[config.mk]
export PLATFORM = sky130hd
export DESIGN_NAME = pwm_duty_decoder
export DESIGN_NICKNAME = d
export VERILOG_FILES = /design/src/rtl/pwm_duty_decoder.sv
export SDC_FILE = /design/constraint.sdc
export NUM_CORES = 1
export LEC_CHECK = 0
export ABC_CLOCK_PERIOD_IN_PS = 8100
export CORE_UTILIZATION = 58
export CTS_BUF_LIST = sky130_fd_sc_hd__clkbuf_8
export CTS_CLUSTER_SIZE = 8
export DETAILED_ROUTE_END_ITERATION = 6
export PLACE_DENSITY = 0.77
export RECOVER_POWER = 100
export SYNTH_ARGS = -nofsm -noshare
export SYNTH_HDL_FRONTEND = slang
export SYNTH_SLANG_ARGS = --single-unit
[constraint.sdc]
create_clock -name clk -period 8.1 [get_ports clk]
set_clock_uncertainty 0.2 [all_clocks]
set_input_delay 0.81 -clock clk [delete_from_list [all_inputs] [get_ports clk]]
set_output_delay 0.81 -clock clk [all_outputs]
set_load 0.01 [all_outputs]
[src/rtl/pwm_duty_decoder.sv]
// rtl/pwm_duty_decoder.sv - recovers an 8-bit duty code from a PWM input using fixed 2^CNT_W-clock windows, with lock tracking.
// Define PWM_DEC_AVG_EN to report (meas + prev) / 2 while locked instead of the raw window count.
module pwm_duty_decoder #(
  parameter int CNT_W          = 8,
  parameter int SYNC_STAGES    = 2,
  parameter int STABLE_WINDOWS = 2,
  parameter int TOL            = 2
) (
  input  logic             clk,
  input  logic             rst,
  input  logic             enable,
  input  logic             pwm_in,
  output logic [CNT_W-1:0] duty,
  output logic             duty_valid,
  output logic             locked
);

  localparam logic [1:0] ST_IDLE   = 2'd0;
  localparam logic [1:0] ST_ACQ    = 2'd1;
  localparam logic [1:0] ST_LOCKED = 2'd2;

  localparam int MATCH_W = $clog2(STABLE_WINDOWS + 1);
  localparam logic [CNT_W:0] SAT   = {1'b0, {CNT_W{1'b1}}};
  localparam logic [CNT_W:0] TOL_V = (CNT_W + 1)'(TOL);

  logic [SYNC_STAGES-1:0] sync_q;
  logic                   pwm_s;
  logic [1:0]             state;
  logic [CNT_W-1:0]       win_cnt;
  logic [CNT_W:0]         hi_cnt;
  logic [CNT_W-1:0]       prev;
  logic [MATCH_W-1:0]     match;
  logic                   first_win;

  logic [CNT_W:0]         hi_final;
  logic [CNT_W-1:0]       meas;
  logic [CNT_W:0]         diff;
  logic                   in_tol;
  logic                   win_end;
  logic [MATCH_W-1:0]     match_inc;
  logic                   lock_hit;
  logic [CNT_W-1:0]       duty_next;

  assign pwm_s = sync_q[SYNC_STAGES-1];

  always_ff @(posedge clk) begin
    if (rst) begin
      sync_q <= '0;
    end else begin
      sync_q <= {sync_q[SYNC_STAGES-2:0], pwm_in};
    end
  end

  // The window-end cycle's own sample is folded in combinationally so a full-high window reads 256 before saturation.
  always_comb begin
    hi_final  = hi_cnt + (CNT_W + 1)'(pwm_s);
    meas      = (hi_final > SAT) ? SAT[CNT_W-1:0] : hi_final[CNT_W-1:0];
    diff      = ({1'b0, meas} >= {1'b0, prev}) ? ({1'b0, meas} - {1'b0, prev})
                                               : ({1'b0, prev} - {1'b0, meas});
    in_tol    = (diff <= TOL_V);
    win_end   = enable && (win_cnt == {CNT_W{1'b1}});
    match_inc = match + MATCH_W'(1);
    lock_hit  = (int'(match_inc) >= STABLE_WINDOWS);
  end

`ifdef PWM_DEC_AVG_EN
  logic [CNT_W:0] avg_sum;
  always_comb begin
    avg_sum   = {1'b0, meas} + {1'b0, prev};
    duty_next = avg_sum[CNT_W:1];
  end
`else
  assign duty_next = meas;
`endif

  always_ff @(posedge clk) begin
    if (rst) begin
      state      <= ST_IDLE;
      win_cnt    <= '0;
      hi_cnt     <= '0;
      prev       <= '0;
      match      <= '0;
      first_win  <= 1'b0;
      duty       <= '0;
      duty_valid <= 1'b0;
    end else begin
      duty_valid <= 1'b0;
      if (!enable) begin
        state     <= ST_IDLE;
        win_cnt   <= '0;
        hi_cnt    <= '0;
        match     <= '0;
        first_win <= 1'b0;
      end else begin
        win_cnt <= win_cnt + CNT_W'(1);
        hi_cnt  <= win_end ? '0 : hi_final;
        case (state)
          ST_IDLE: begin
            state     <= ST_ACQ;
            first_win <= 1'b1;
            match     <= '0;
          end
          ST_ACQ: begin
            if (win_end) begin
              prev <= meas;
              if (first_win) begin
                first_win <= 1'b0;
              end else if (in_tol) begin
                if (lock_hit) begin
                  state      <= ST_LOCKED;
                  match      <= '0;
                  duty       <= duty_next;
                  duty_valid <= 1'b1;
                end else begin
                  match <= match_inc;
                end
              end else begin
                match <= '0;
              end
            end
          end
          ST_LOCKED: begin
            if (win_end) begin
              prev <= meas;
              if (in_tol) begin
                duty       <= duty_next;
                duty_valid <= 1'b1;
              end else begin
                state     <= ST_ACQ;
                match     <= '0;
                first_win <= 1'b1;
              end
            end
          end
          default: state <= ST_IDLE;
        endcase
      end
    end
  end

  assign locked = (state == ST_LOCKED);

endmodule
; Word level (Yosys, flattened, before mapping)
; Index checks and enable logic that the tools add are counted.
[totals]
output_inout_bits = 10
input_bits = 4
ff_bits = 41
[classes]
n_mux = 34
n_reduce_logical = 12
eq_ne = 10
order_cmp = 4
n_bitwise = 1
n_addsub = 5
[op_table]
columns = op, count
row1 = $mux W8, 7
row2 = $mux W2, 12
row3 = $sub A8 B8 Y9, 2
row4 = $pmux W8 S2, 1
row5 = $pmux W2 S3, 2
row6 = $ne A2 B2 Y1 const B, 5
row7 = $add A9 B1 Y9, 1
row8 = $gt A9 B8 Y1 const B, 1
row9 = $le A9 B2 Y1 const B, 1
row10 = $mux W1, 9
row11 = $mux W9, 1
row12 = $add A8 B1 Y8 const B, 1
row13 = $eq A8 B8 Y1 const B, 1
row14 = $ge A8 B8 Y1, 1
row15 = $reduce_and A8 Y1, 1
row16 = $reduce_and A6 Y1, 1
row17 = $reduce_and A5 Y1, 1
row18 = $ne A2 B1 Y1 const B, 2
row19 = $reduce_and A4 Y1, 1
row20 = $reduce_or A2 Y1, 2
row21 = $pmux W1 S3, 1
row22 = $reduce_and A3 Y1, 1
row23 = $reduce_bool A3 Y1, 1
row24 = $reduce_or A3 Y1, 1
row25 = 9 further kinds, 9

; Logic depth before layout (Yosys ltp)
; Gate-level depths: netlist (run 1).
[logic_depth]
ltp_word = 10
mapped_depth = 17

; Least setup slack after synthesis (run 1)
; Ideal clock, no wire load.
[synth_timing]
path_type = register to register
startpoint = reg sync_q[1]
endpoint = reg first_win
n_path_buf = 1
stages_incl_launch_ff = 17
period_less_slack_ns = 4.035
setup_slack_ns = 4.065
required_ns = 7.780
arrival_time_ns = 3.715
path_cell_list = dfxtp_1 > ha_1 > ha_1 > nand4_1 > xor2_1 > nor2b_1 > inv_1 > ha_1 > nand2b_1 > a21oi_1 > mux2i_1 > nand4b_1 > or4b_4 > and3_1 > buf_6 > nor4b_4 > o31a_1
[synth_between]
elab_chain_len = 8
elab_cells_between_ends = 10
classes_between = add/sub: 3 / order compare: 3 / eq/ne: 1 / mux: 2 / reduce/logical: 1
[synth_lines]
columns = item, line
row1 = from (decl), 26  ; logic [SYNC_STAGES-1:0] sync_q;
row2 = from (signal assigned), 50  ; sync_q <= {sync_q[SYNC_STAGES-2:0], pwm_in};
row3 = $add A9 B1 Y9 *, 56  ; hi_final = hi_cnt + (CNT_W + 1)'(pwm_s);
row4 = $gt A9 B8 Y1, 57  ; meas = (hi_final > SAT) ? SAT[CNT_W-1:0] : hi_final[CNT_W-1:0];
row5 = $mux W8 *, 57
row6 = net duty_next[1], 42  ; logic [CNT_W-1:0] duty_next;
row7 = "$sub A8 B8 Y9, or another cell as far along", 59  ; : ({1'b0, prev} - {1'b0, meas});
row8 = $mux W9 *, 58  ; diff = ({1'b0, meas} >= {1'b0, prev}) ? ({1'b0, meas} - {1'b0, prev})
row9 = $le A9 B2 Y1 *, 60  ; in_tol = (diff <= TOL_V);
row10 = $ne A2 B2 Y1 (no line) *, n/a
row11 = $reduce_and A4 Y1 (no line) *, n/a
row12 = to (signal assigned), 83  ; first_win <= 1'b0;
row13 = to (signal assigned), 93  ; first_win <= 1'b0;
row14 = to (signal assigned), 100  ; first_win <= 1'b1;
row15 = to (decl), 33  ; logic first_win;
; Mark *: on every way through the listed nets, which the timed path passes. The rest lies on a longest branch.
; A chain may end at the register's enable or synchronous reset.

; Worst setup path after layout (run 1)
[layout_timing]
startpoint = reg sync_q[1]
endpoint = reg duty[6]
[layout_between]
elab_chain_len = 8
elab_cells_between_ends = 18
classes_between = add/sub: 3 / order compare: 3 / eq/ne: 2 / mux: 9 / reduce/logical: 1
[layout_lines]
columns = item, line
row1 = $add A9 B1 Y9 *, 56
row2 = $gt A9 B8 Y1, 57
row3 = $mux W8 *, 57
row4 = net duty_next[1], 42
row5 = "$sub A8 B8 Y9, or another cell as far along", 59
row6 = $mux W9 *, 58
row7 = $le A9 B2 Y1 *, 60
row8 = $ne A2 B2 Y1 (no line) or $ne A2 B1 Y1 (tied branches), n/a
row9 = $reduce_and A8 Y1 (no line) *, n/a
row10 = to (signal assigned), 112  ; duty <= duty_next;
row11 = to (signal assigned), 126  ; duty <= duty_next;
row12 = to (decl), 13  ; output logic [CNT_W-1:0] duty,
; Mark *: on every way through the listed nets, which the timed path passes. The rest lies on a longest branch. The select of a mux whose other input is x is not followed.

==> results by group, run 1 <==
Route
  – Starting DRT DRC Count: 187
  – DR pass1 iterations: 5
  – Wire per inst: 14.4 um
  – Via count: 2,164
  – DRC Markers: 0
  – WL final: 5370 um
  – Antenna Violating Nets Remaining: 0
  – Vias per std cell: 5.82

Setup path
  – Worst setup EP type: flop
  – Required @ worst endpoint: 8080 ps
  – Critical path's largest stage delay: 590 ps
  – Cells along the critical path: ha_1 > ha_1 > nand4_1 > xor2_1 > nor2b_1 > inv_1 > ha_1 > nand2b_1 > a21oi_1 > mux2i_1 > nand4b_1 > or4b_1 > o2111ai_1 > a21oi_1 > a311oi_1
  – Crit path DAT: 4930 ps
  – Most used cell along the critical path: ha_1
  – CP Buf/Inv Count: 1
  – Crit-path max FO: 16
  – Setup crit start kind: flop
  – Critical path class: reg2reg
  – CP max stage cell: or4b_1
  – Top Family by Delay on Critical Path: simple AND/OR/NAND/NOR gates

Finish
  – Most frequent cells in the layout: nor2_1, dfxtp_1, inv_1
  – Layout cells sized above 1: 4.38%
  – Final net count: 350
  – Area Growth Syn to Fin: 5.65%
  – Fill cell count: 386
  – Core Util, Final: 64.0%
  – Finished Layout Cells: 372
  – Ant diodes: 0

Synthesis
  – Register area share after synthesis: 30.9%
  – Seq cells post-synth: 41
  – Synth Cell Area: 0.00266 mm^2
  – Avg Cell Area, Syn: 8.49 um^2
  – Number of synthesized flops with an enable pin: 0
  – Top post-synthesis cells by area: dfxtp_1, ha_1, nor2_1, a21oi_1, xor2_1
  – Post-synthesis cell type count: 59
  – Number of warning messages in the yosys log: 0
  – Synth Instances: 313
  – Synth area leader: dfxtp_1
  – FFs w/ async S/R, synth: 0%
  – Yosys top cell area share: 30.9%
  – Primary FF master, synth: dfxtp_1
  – Mapped Nets: 344

Power
  – PD cells: 137 mW/mm^2
  – Pleak: 1.17 nW
  – Peak VDD IR: 0.000137 V

Clocking
  – Post-cts resize count: 0
  – Post-CTS Hold Buffers: 0
  – H-tree depth: 2
  – Clk pin slew, worst setup/hold paths: 70 ps
  – Worst-case clock buffer depth: 2
  – CTS sink cnt: 41
  – Clk_lat worst skew: 290 ps
  – CTS tree: built
  – Num CTS Buffers: 5
  – Total setup buffers inserted after CTS: 0
  – Clock Root Buffer: clkbuf_8

Placed design
  – GPL Wtd Cong: 0.893
  – DP Wirelength: 3970 um
  – Placement-stage worst setup slack: 3570 ps
  – Placed Cells incl. Taps: 364
  – IO buf count: 13

Floorplanning
  – Die Width: 69.7 um
  – I/O pin count: 14
  – DIE AREA: 0.00486 mm^2
  – Core footprint: 0.00438 mm^2
  – Starting density of the core: 60.6%
  – DIE HEIGHT: 69.7 um
  – FP Rows: 24

GRT
  – First-pass GRT wire length: 8830 um
  – Largest net degree at the start of global routing: 22
  – Grt ovf: 0
  – Initial antenna violation count: 0
  – Vias in the first global route: 1,873
  – Gr usage total: 22.6%

Run
  – Max-cap violation count: 0

Timing
  – Actual slew at the worst max-slew pin: 1180 ps
  – RSZ-0062 raised after global routing: false
  – Hold_ws: 248 ps
  – PnR worst setup slack: 3160 ps
  – Final Cycle Share: 61.0%
  – Final min period: 4940 ps
  – Max_slew headroom: 21.1%
  – Slew Viols, Final: 0
  – Final TNS setup: 0 ps
  – Final Setup Violations: 0
  – Fmax: 202 MHz
  – Final hold viol count: 0

Outcome
  – Outcome: finished clean

Hold path
  – Hold Path Class: reg2reg
cell families after synthesis:
| kind of cell | synth area share [%] |
|---|---|
| buffers and inverters | 6.50 |
| DFF | 30.9 |
| muxes | 1.55 |
| adders and majority gates | 13.3 |
| AOI/OAI and AO/OA | 19.2 |
| and+or+nand+nor | 23.6 |
| xor gates and xnor gates | 4.94 |
cells in the mapped netlist (8+ instances only):
| master | count |
|---|---|
| dfxtp_1 | 41 |
| nor2_1 | 41 |
| ha_1 | 25 |
| inv_1 | 23 |
| a21oi_1 | 22 |
| nand2_1 | 16 |
| nand3_1 | 10 |
| xor2_1 | 10 |
| a211oi_1 | 8 |
| a311oi_1 | 8 |
| and2_1 | 8 |
| nor2b_1 | 8 |
worst reg2reg max path, cell delays in order (launching register included):
cell       delay, ps
dfxtp_1          320
ha_1             200
ha_1             240
nand4_1          150
xor2_1           390
nor2b_1          450
inv_1            150
ha_1             350
nand2b_1          80
a21oi_1          260
mux2i_1          260
nand4b_1         110
or4b_1           590
o2111ai_1        570
a21oi_1          190
a311oi_1         340
layout make-up:
type                            instances  area, um^2  share of cell area (%)
Sequential cell                        41         821                    29.2
Clock buffer                            5        68.8                    2.45
Multi-Input combinational cell        235        1630                    57.9
Inverter                               23        86.3                    3.07
Tap cell                               52        65.1                    2.32
Timing Repair Buffer                   13         130                    4.63
Clock inverter                          3        11.3                   0.401
power breakdown:
part	total [mW]	switching (mW)	internal (mW)	leakage (nW)
combinational	0.0481	0.0268	0.0213	0.787
clock	0.123	0.0656	0.0574	0.0519
sequential	0.212	0.00417	0.208	0.332
total	0.384	0.0966	0.287	1.17
worst paths after layout:
| kind | from | endpoint | slack, ps | cells after the start |
|---|---|---|---|---|
| worst max-delay path | sync_q[1] | duty[6] | 3160 | 15 |
| worst min-delay path | win_cnt[0] | win_cnt[0] | 250 | 1 |
| worst max register to register | sync_q[1] | duty[6] | 3160 | 15 |
| worst min register to register | win_cnt[0] | win_cnt[0] | 250 | 1 |
layer usage:
metal | part of all wire, % | wire length [um] | up-vias | global-route usage [%]
met2 | 46 | 2470 | 43 | 35.1
met4 | 0.86 | 46 | 0 | 6.22
met1 | 50 | 2660 | 998 | 31.7
met5 | 0 | 0 | - | 0
li1 | - | - | 1117 | -
met3 | 3.6 | 194 | 6 | 4.80
flip-flops by register name, summed over array words and instances (netlist names):
| register | cells |
|---|---|
| match | 2 |
| prev | 8 |
| hi_cnt | 9 |
| state | 2 |
| duty_valid | 1 |
| sync_q | 2 |
| first_win | 1 |
| duty | 8 |
| win_cnt | 8 |
metrics by stage:
step	area, um^2	power, mW
4_1_cts	2850	0.392
6_report	2810	0.384
2_1_floorplan	2660	0.251
3_3_place_gp	2770	0.268
3_5_place_dp	2770	0.268
5_1_grt	2810	0.402
No activity file was read; power rests on OpenSTA's default activity.
==> run 2: changes to the inputs <==
- ABC_CLOCK_PERIOD_IN_PS: 8100 -> 4000
- CORE_UTILIZATION: 58 -> 56
- PLACE_DENSITY: 0.77 -> 0.78
- clock period: 8.1 -> 4 ns (I/O delays scaled with it)
==> results by group, run 2 (synthesis gave the netlist of run 1 again) <==
Hold path
  – Worst Hold Path Cells: 1 (unchanged)
  – Hold Path End: win_cnt[0] (unchanged)
  – HP Start: win_cnt[0] (unchanged)
  – Hold Path Class: reg2reg (unchanged)

Setup path
  – Critical R2R Launch: hi_cnt[2] (was sync_q[1])
  – CP max stage cell: dfxtp_1 (was or4b_1)
  – Levels on crit path: 18 (was 15)
  – CP Buf/Inv Count: 4 (was 1)
  – RR Endpoint: duty[6] (unchanged)
  – Worst setup EP type: flop (unchanged)
  – Critical path's largest stage delay: 340 ps (was 590 ps)
  – Critical path class: reg2reg (unchanged)
  – Crit path DAT: 4020 ps (was 4930 ps)
  – Cells along the critical path: and3_4 > and2_4 > nand4_1 > buf_4 > xor2_4 > and2_1 > buf_4 > ha_1 > nor2_1 > a21oi_2 > o211a_1 > or3_1 > a211o_1 > buf_6 > o2111ai_4 > buf_12 > a21oi_2 > a311oi_2 (was ha_1 > ha_1 > nand4_1 > xor2_1 > nor2b_1 > inv_1 > ha_1 > nand2b_1 > a21oi_1 > mux2i_1 > nand4b_1 > or4b_1 > o2111ai_1 > a21oi_1 > a311oi_1)
  – Top Family by Delay on Critical Path: simple AND/OR/NAND/NOR gates (unchanged)
  – Required @ worst endpoint: 3990 ps (was 8080 ps)
  – Setup crit start kind: flop (unchanged)
  – Setup slack, reg-to-reg: -30 ps (was 3160 ps)
  – Crit-path max FO: 8 (was 16)
  – Worst R2R Path Depth: 18 (was 15)

Power
  – Sw frac: 26.8% (was 25.2%)
  – Pint: 0.604 mW (was 0.287 mW)
  – Pleak: 1.37 nW (was 1.17 nW)
  – Flop pwr share: 52.3% (was 55.4%)
  – Clock power share: 31.5% (was 32.1%)
  – PD cells: 243 mW/mm^2 (was 137 mW/mm^2)
  – Peak VDD IR: 0.000274 V (was 0.000137 V)
  – Switching power: 0.222 mW (was 0.0966 mW)
  – Total power: 0.825 mW (was 0.384 mW)
  – Combinational share of power: 16.2% (was 12.5%)

Route
  – DR pass1 iterations: 7 (was 5)
  – Antenna Violating Nets Remaining: 0 (unchanged)
  – WL final: 6780 um (was 5370 um)
  – Vias per std cell: 6.05 (was 5.82)
  – DRC Markers: 0 (unchanged)
  – Wire per inst: 16.8 um (was 14.4 um)
  – Via count: 2,446 (was 2,164)
  – Starting DRT DRC Count: 224 (was 187)

Finish
  – Layout cells sized above 1: 27.3% (was 4.38%)
  – Finished Layout Cells: 404 (was 372)
  – Core Util, Final: 76.3% (was 64.0%)
  – Largest Register: hi_cnt (unchanged)
  – Most frequent cells in the layout: nor2_1, dfxtp_1, buf_4 (was nor2_1, dfxtp_1, inv_1)
  – Area Growth Syn to Fin: 27.6% (was 5.65%)
  – Ant diodes: 0 (unchanged)
  – Final net count: 382 (was 350)
  – Most common cell after layout, fill and taps aside: nor2_1
  – Flip-flop count of the largest register after layout: 9 (unchanged)

GRT
  – First-pass GRT wire length: 10,200 um (was 8830 um)
  – Met1 GRT Util: 34.8% (was 31.7%)
  – Grt ovf: 0 (unchanged)
  – Gr usage total: 25.5% (was 22.6%)
  – Gr busiest metal: met2 (unchanged)
  – GR Util met2: 41.9% (was 35.1%)
  – Largest net degree at the start of global routing: 22 (unchanged)
  – Initial antenna violation count: 0 (unchanged)
  – Vias in the first global route: 2,171 (was 1,873)
  – M3 GR Usage: 3.56% (was 4.80%)

Placed design
  – Placement-stage worst setup slack: -72.1 ps (was 3570 ps)
  – GPL Wtd Cong: 0.853 (was 0.893)
  – IO buf count: 13 (unchanged)
  – DP Wirelength: 4390 um (was 3970 um)
  – Placed Cells incl. Taps: 390 (was 364)

Clocking
  – Num CTS Buffers: 5 (unchanged)
  – Post-CTS Hold Buffers: 0 (unchanged)
  – CTS sink cnt: 41 (unchanged)
  – Clk pin slew, worst setup/hold paths: 80 ps (was 70 ps)
  – CTS tree: built (unchanged)
  – Clk_lat worst skew: 290 ps (about the same)
  – Clock Root Buffer: clkbuf_8 (unchanged)
  – Worst-case clock buffer depth: 2 (unchanged)
  – H-tree depth: 2 (unchanged)

Floorplanning
  – DIE AREA: 0.00503 mm^2 (was 0.00486 mm^2)
  – DIE HEIGHT: 70.9 um (was 69.7 um)
  – I/O pin count: 14 (unchanged)
  – Starting density of the core: 59.8% (was 60.6%)
  – FP Rows: 24 (unchanged)
  – Core footprint: 0.00444 mm^2 (was 0.00438 mm^2)
  – Die Width: 70.9 um (was 69.7 um)

Timing
  – Final Setup Violations: 5 (was 0)
  – Hold_ws: 250 ps (was 248 ps)
  – Slew Viols, Final: 0 (unchanged)
  – RSZ-0062 raised after global routing: true (was false)
  – Max_slew headroom: 20.7% (was 21.1%)
  – Final Cycle Share: 101% (was 61.0%)
  – Actual slew at the worst max-slew pin: 1190 ps (was 1180 ps)
  – Final hold viol count: 0 (unchanged)
  – Final min period: 4030 ps (was 4940 ps)
  – PnR worst setup slack: -32.9 ps (was 3160 ps)
  – Fmax: 248 MHz (was 202 MHz)

Outcome
  – Failing checks: setup timing
  – Outcome: finished, violations left (was finished clean)

Run
  – Max-cap violation count: 0 (unchanged)
-- run 2: cell types whose count changed in the layout (fill, tap and decap cells not counted), sizes merged, moves of 2 or more --
cell	previous run	this run
clkdlybuf4s50	1	13
clkinv	0	2
dlygate4sd3	12	0
inv	26	24
buf	0	30
-- run 2: how the worst max path moves through the flow --
stage / from / end
after detailed placement: hi_cnt[4] / first_win
final: hi_cnt[2] / duty[6]
after global placement: sync_q[1] / first_win
after floorplan: sync_q[1] / first_win
after global routing: hi_cnt[4] / duty[6]
after CTS: hi_cnt[4] / duty[3]
-- run 2: final cells by class --
type	instances	area, um^2
Fill cell	283	1050
Tap cell	52	65.1
Multi-Input combinational cell	236	1940
Clock inverter	3	13.8
Timing Repair Buffer	44	397
Clock buffer	5	68.8
Inverter	23	86.3
Sequential cell	41	826
-- run 2: per-layer routing --
layer,vias up,wire [um],share of wire (%)
met1,1180,3040,45
met4,0,109,1.6
met2,73,3350,49
met5,-,0,0
li1,1184,-,-
met3,9,279,4.1
-- run 2: repair_timing --
action | CTS | global route
cloned | 1 | 1
buffers inserted | 0 | 4
gates resized for setup | 4 | 52
pin swaps | 3 | 19
setup endpoints to repair | 11 | 14
-- run 2: through the flow --
| stage | instance area (um^2) | setup TNS (ps) |
|---|---|---|
| floorplan | 2670 | 0 |
| global placement | 2980 | 0 |
| detailed placement | 2980 | -280 |
| CTS | 3090 | 0 |
| global route | 3390 | -1530 |
| finish | 3390 | -106 |
-- run 2: power by group through the flow --
stage | logic (mW) | registers (mW) | clock network, mW
global placement | 0.106 | 0.439 | 0
global route | 0.144 | 0.433 | 0.280
finish | 0.134 | 0.431 | 0.260
CTS | 0.109 | 0.430 | 0.262
floorplan | 0.0670 | 0.442 | 0
detailed placement | 0.108 | 0.439 | 0
==> run 3: changes to the inputs <==
- ABC_CLOCK_PERIOD_IN_PS: 4000 -> not set
==> results of run 3 <==
Final layout, timing and power as in run 2 (identical DEF).
